<file path="src/rtl/regfile_pkg.sv">
// Shared defaults for the multi-port register file and helpers for locating
// one read port's slice within the packed address/data buses.
package regfile_pkg;

  localparam int DEF_DATA_W = 32;
  localparam int DEF_ADDR_W = 4;
  localparam int DEF_NRD    = 2;

  localparam int DEF_RD_ADDR_BITS = DEF_NRD * DEF_ADDR_W;
  localparam int DEF_RD_DATA_BITS = DEF_NRD * DEF_DATA_W;

  function automatic int slice_lo(input int port, input int width);
    return port * width;
  endfunction

endpackage

</file>
<file path="src/rtl/regfile_rdport.sv">
// One registered read port: same-cycle write forwarding, register-0 zeroing,
// hold/clear priority and the output data/busy registers.
module regfile_rdport
  import regfile_pkg::*;
#(
  parameter int DATA_W = DEF_DATA_W,
  parameter int ADDR_W = DEF_ADDR_W
) (
  input  logic              clk,
  input  logic              reset,
  input  logic              hold,
  input  logic              clear,
  input  logic [ADDR_W-1:0] addr,
  input  logic              wr0_en,
  input  logic [ADDR_W-1:0] wr0_addr,
  input  logic [DATA_W-1:0] wr0_data,
  input  logic              wr1_en,
  input  logic [ADDR_W-1:0] wr1_addr,
  input  logic [DATA_W-1:0] wr1_data,
  input  logic [DATA_W-1:0] mem_data,
  input  logic              busy_in,
  output logic [DATA_W-1:0] rd_data,
  output logic              rd_busy
);

  logic [DATA_W-1:0] fwd_data;

  // wr1 is checked first so it wins when both write ports hit this address.
  always_comb begin
    fwd_data = mem_data;
    if (wr1_en && (wr1_addr == addr)) begin
      fwd_data = wr1_data;
    end else if (wr0_en && (wr0_addr == addr)) begin
      fwd_data = wr0_data;
    end
  end

  always_ff @(posedge clk) begin
    if (reset || clear) begin
      rd_data <= '0;
      rd_busy <= 1'b0;
    end else if (hold) begin
      rd_data <= rd_data;
      rd_busy <= rd_busy;
    end else if (addr == '0) begin
      rd_data <= '0;
      rd_busy <= 1'b0;
    end else begin
      rd_data <= fwd_data;
      rd_busy <= busy_in;
    end
  end

endmodule

</file>
<file path="src/rtl/regfile_mp.sv">
// Multi-read, dual-write register file with a pending-write scoreboard;
// register 0 is hardwired to zero and never marked busy.
module regfile_mp
  import regfile_pkg::*;
#(
  parameter int DATA_W = DEF_DATA_W,
  parameter int ADDR_W = DEF_ADDR_W,
  parameter int NRD    = DEF_NRD
) (
  input  logic                  clk,
  input  logic                  reset,
  input  logic [NRD*ADDR_W-1:0] rd_addr,
  output logic [NRD*DATA_W-1:0] rd_data,
  output logic [NRD-1:0]        rd_busy,
  input  logic                  hold,
  input  logic                  clear,
  input  logic                  wr0_en,
  input  logic [ADDR_W-1:0]     wr0_addr,
  input  logic [DATA_W-1:0]     wr0_data,
  input  logic                  wr1_en,
  input  logic [ADDR_W-1:0]     wr1_addr,
  input  logic [DATA_W-1:0]     wr1_data,
  input  logic                  sb_set_en,
  input  logic [ADDR_W-1:0]     sb_set_addr,
  output logic [(2**ADDR_W)-1:0] busy_vec
);

  localparam int NREG = 2 ** ADDR_W;

  // Storage is left out of reset so it can map onto distributed RAM.
  logic [DATA_W-1:0] mem [NREG] = '{default: '0};
  logic [NREG-1:0]   busy_next;

  always_ff @(posedge clk) begin
    if (wr0_en && (wr0_addr != '0)) begin
      mem[wr0_addr] <= wr0_data;
    end
    if (wr1_en && (wr1_addr != '0)) begin
      mem[wr1_addr] <= wr1_data;
    end
  end

  // Writes retire a pending entry; a same-cycle issue to that register wins.
  always_comb begin
    busy_next = busy_vec;
    if (wr0_en) begin
      busy_next[wr0_addr] = 1'b0;
    end
    if (wr1_en) begin
      busy_next[wr1_addr] = 1'b0;
    end
    if (sb_set_en) begin
      busy_next[sb_set_addr] = 1'b1;
    end
    busy_next[0] = 1'b0;
  end

  always_ff @(posedge clk) begin
    if (reset) begin
      busy_vec <= '0;
    end else begin
      busy_vec <= busy_next;
    end
  end

  for (genvar p = 0; p < NRD; p++) begin : g_rdport
    logic [ADDR_W-1:0] port_addr;
    assign port_addr = rd_addr[slice_lo(p, ADDR_W) +: ADDR_W];

    regfile_rdport #(
      .DATA_W (DATA_W),
      .ADDR_W (ADDR_W)
    ) u_rdport (
      .clk      (clk),
      .reset    (reset),
      .hold     (hold),
      .clear    (clear),
      .addr     (port_addr),
      .wr0_en   (wr0_en),
      .wr0_addr (wr0_addr),
      .wr0_data (wr0_data),
      .wr1_en   (wr1_en),
      .wr1_addr (wr1_addr),
      .wr1_data (wr1_data),
      .mem_data (mem[port_addr]),
      .busy_in  (busy_next[port_addr]),
      .rd_data  (rd_data[slice_lo(p, DATA_W) +: DATA_W]),
      .rd_busy  (rd_busy[p])
    );
  end

endmodule

</file>
<file path="config.mk">
export PLATFORM = sky130hd
export DESIGN_NAME = regfile_mp
export DESIGN_NICKNAME = d
export VERILOG_FILES = /design/src/rtl/regfile_pkg.sv /design/src/rtl/regfile_rdport.sv /design/src/rtl/regfile_mp.sv
export SDC_FILE = /design/constraint.sdc
export NUM_CORES = 1
export LEC_CHECK = 0
export BUFFER_PORTS_ARGS = -buffer_cell sky130_fd_sc_hd__buf_2
export CORE_ASPECT_RATIO = 0.7
export CORE_MARGIN = 2
export CORE_UTILIZATION = 41
export DETAILED_ROUTE_END_ITERATION = 10
export HOLD_SLACK_MARGIN = 0.03
export SYNTH_ARGS = -nofsm -noshare
export SYNTH_HDL_FRONTEND = slang
export SYNTH_SLANG_ARGS = --single-unit
export TNS_END_PERCENT = 1
</file>
<file path="constraint.sdc">
create_clock -name clk -period 4.2 [get_ports clk]
set_clock_uncertainty 0.05 [all_clocks]
set_input_delay 0.63 -clock clk [delete_from_list [all_inputs] [get_ports clk]]
set_output_delay 0.63 -clock clk [all_outputs]
set_load 0.01 [all_outputs]
</file>
# After elaboration in Yosys (flattened, before gate mapping)
# Memories as Yosys holds them, arrays and structs flattened.
# Cells that the tools add are included.
# totals
regBits	82
memories	1
word_cells	63
ramBits	512
# classes
mux	25
n_lt_le_gt_ge	8
n_reduce_logical	14
bitwise_logic	5
n_eq_ne	4
# memory_table
name	words	width	rd	rd_ports_with_merged_regs	write_ports	line_no	source
mem	16	32	2	0	2	regfile_mp.sv:31	logic [DATA_W-1:0] mem [NREG] = '{default: '0};
# op_table
op	n
2-to-1 mux 32 bit	6
2-to-1 mux 16 bit	3
bitwise AND 16 bit	2
inverter 16 bit	2
less-than comparator 4 x 5 -> 1 bit (second input constant)	5
== test 4 bit	4
OR 16 bit	1
demux 1 bit (select 4 bit)	3
greater-or-equal comparator 4 x 1 -> 1 bit (second input constant)	3
2-to-1 mux 1 bit	11
logical AND 1 bit	9
binary-select mux 1 bit (select 4 bit)	2
zero test 4 bit	2
nonzero test 4 bit	2
logical OR 1 bit	1

# Longest topological paths before layout
# depth
ltp_word	14
mapped_depth	9
mapped_depth_nobuf	6

# Cells and area by module
# A second synthesis with hierarchy kept.
# unflattened
hier_cells	2119
area_unflattened_um2	34271.6
# modules_own_cells
module	seq_area_each_um2	n_inst	cells_per_inst	area_each_um2
regfile_mp	15675.0	1	1733	30440.4
regfile_rdport	660.6	2	193	1915.6

# Least setup slack after synthesis
# Ideal clock, no wire load.
# synth_timing
path_kind	input port to flip-flop
startpoint	in wr0_addr[3]
endpoint	mem mem[12][0] (netlist bit) (enable)
setup_slack_ps	293
t_required_ps	3684
stages	3
n_path_buf	1
setup_time_ps	466
arrival_ps	3391
path_cell_list	clkbuf_1 -> nand3_1 -> o21ai_0
# synth_rtl
element	line_no	source
from (decl)	regfile_mp.sv:18	input logic [ADDR_W-1:0] wr0_addr,
to (decl)	regfile_mp.sv:31	

==> impl_metrics.csv <==
group,metric,value,unit
route,route.detailed.drc,0,
clock_network,postCtsHoldBufs,0,
place,place_inst,3404,
run,maxCapViolCount,0,
hold_path,hold_depth,3,
finish,fin_nets,2478,
worst_setup_path,crit_type,"input port to register",
hold_path,min_from,"sb_set_addr[1]",
timing,setup_tns,0,ps
worst_setup_path,regToRegStartpoint,"mem[0][30]",
power,p_per_area,379.0,nW/um^2
die,die_w,348.4,um
place,dp_hpwl,68110,um
timing,period_share,61.46,%
die,core_region_area,82360,um^2
synth,synth-seq-area-share,49.93,%
route,drt_iter0_markers,2806,
timing,worst_slew_pin_slew,926.4,ps
finish,fin_area,38300,um^2
worst_setup_path,crit_fanout,21,
route,vias,22910,
synth,synth-seq-cells,593,
finish,fill_cells,7207,
hold_path,hold_end,"busy_vec[11]",
place,port_buffers,171,
synth,syn_inst,2332,
finish,final_util,46.50,%
synth,synth_area,34040,um^2
timing,hold_viol_final,0,
clock_network,cts_root_buf,"clkbuf_16",
worst_setup_path,cp-start-kind,"input port",
synth,synth_edf_count,512,
clock_network,cts_sinks,593,
clock_network,clkSlewWorstSetupHoldPaths,60,ps
synth,syn_avg_cell_area,14.60,um^2
global_routing,grt_max_degree,98,
synth,yosys-top-cells-count,"edfxtp_1, mux2_2, mux4_2, clkbuf_1, buf_2",
finish,regArea,17000,um^2
finish,final_cells,3523,
synth,yosysMostFrequentCell,"edfxtp_1",
timing,timing.slew.headroom,38.24,%
route,first_pass_iters,6,
worst_setup_path,worstPathArrival,2920,ps
clock_network,clk-insertion-delay-late,640,ps
synth,synth_top_area_share,45.17,%
clock_network,post_cts_resized,0,
finish,drive_gt1_share,44.71,%
finish,multi_input_comb_area,16030,um^2
clock_network,cts_buffer_depth,3,
worst_setup_path,crit_required,4540,ps
worst_setup_path,ff2ff_path_depth,6,
synth,yosys_warnings,0,
timing,slew_violations,0,
synth,yosys-top-cells-area,"edfxtp_1, mux4_2, mux2_2",
synth,synth_cell_types,57,
route,via_per_inst,6.504,
synth,synth_top_area_cell,"edfxtp_1",
timing,fin_ws,1619,ps
worst_setup_path,rr_endpoint,"g_rdport[1].u_rdport.rd_data[30]",
route,drt_wl_total,114700,um
place,globalplace.congestion,0.8589,
global_routing,antenna_found_initial,5,
hold_path,hold_path_class,"input port to register",
place,dpl_cell_area,36190,um^2
global_routing,gr-total-overflow,0,
power,peakVddDrop,307.6,uV
die,std_cell_rows,88,
synth,async_reset_ff_share,0,%
synth,ys.flop_type,"edfxtp_1",
clock_network,post_cts_buffers,0,
worst_setup_path,cp-end-kind,"register",
clock_network,cts_buffers,61,
route,wl_per_cell,32.55,um
timing,fmax,387.4,MHz
power,p_leak,0.01269,uW
global_routing,grtUsageTotal,26.54,%
global_routing,grt_pass1_wl,164400,um
route,drtAntennaViolNets,0,
timing,setup_viol,0,
worst_setup_path,r2r_slack,2040,ps
finish,syn2layout_area_growth,12.50,%
die,die_y,245.1,um
clock_network,htreeDepth,2,
timing,rsz0062_at_grt,"no",
die,start_util,41.33,%
die,die_area,85380,um^2
timing,min_period,2581,ps
global_routing,grt_pass1_vias,23240,
die,io_pins,173,
clock_network,cts_tree,"done",
status,status,"completed",
place,post-place-ws,1056,ps
-- power by group --
part / switching (uW) / internal [uW]
Clock: 2460 / 3360
Sequential: 120 / 6670
Combinational: 1080 / 834
Total: 3650 / 10900
-- state kept, by name, summed over array words and instances, names as in the netlist --
register	cells
busy_vec	15
g_rdport.u_rdport.rd_busy	2
g_rdport.u_rdport.rd_data	64
mem	512
-- cells in the final DEF (no fill, tap or decap), types with 10 or more instances in the layout --
cell       instances
nor2_1            70
a211oi_1          64
bufinv_16         10
and2_1            64
xor2_1            12
clkinv_1          13
o21ai_1           65
buf_4             66
clkinv_2          16
mux2_1            42
buf_12            21
conb_1            33
nand2_1           92
mux4_2           256
dfxtp_1           81
a21oi_1           78
mux2_2           438
edfxtp_1         512
buf_2            163
mux2i_1           64
clkbuf_16         63
o221ai_1          77
-- logic make-up (layout without fill, tap and decap cells) --
kind of cell	count (synthesis)	in the layout	synth area share, %
xor gates and xnor gates	16	16	0.4117
other	1	36	0.01102
muxes	800	800	34.70
buffers and inverters	303	379	4.106
and+or+nand+nor	288	288	4.198
AOI/OAI and AO/OA	331	331	6.646
DFF	593	593	49.93
-- worst max-delay path, stage by stage --
cell	delay [ps]
buf_2	160
nand3b_1	480
buf_4	350
nor2_4	550
buf_12	340
mux2_2	370
-- final cells by class --
class | count | share of cell area, %
timing repair buffer | 254 | 4.659
tap | 1080 | 3.529
multi-input combinational | 1468 | 41.85
inverter | 9 | 0.08822
sequential | 593 | 44.38
antenna | 3 | 0.01960
clock inverter | 44 | 1.242
clock buffer | 72 | 4.231
-- worst max-delay path by stage --
stage	endpoint	start	slack (ps)
2_1_floorplan	mem[12][0]	wr0_addr[3]	290
3_3_place_gp	g_rdport[1].u_rdport.rd_data[24]	rd_addr[4]	1070
3_5_place_dp	mem[11][9]	wr1_addr[2]	1060
4_1_cts	g_rdport[1].u_rdport.rd_data[19]	rd_addr[4]	1720
5_1_grt	g_rdport[1].u_rdport.rd_data[12]	rd_addr[4]	1570
6_report	mem[11][9]	wr1_addr[2]	1620
-- routing by layer --
layer	part of all wire (%)	wire (um)	global-route usage, %	vias to the layer above
met3	11	12790	7.570	192
met4	2.5	2889	7.404	2
met5	0.011	13	0	-
met2	44	50450	39.76	1305
met1	42	48530	37.68	12000
li1	-	-	-	9416
-- metrics by stage --
stage / power, uW / hold WS (ps)
after floorplan: 8134 / 420.8
after global placement: 8745 / 386.6
after detailed placement: 8793 / 390.6
after CTS: 14550 / 289.9
after global routing: 14920 / 319.6
final: 14520 / 329.1
Note: power is estimated with default switching activity, not from simulation.
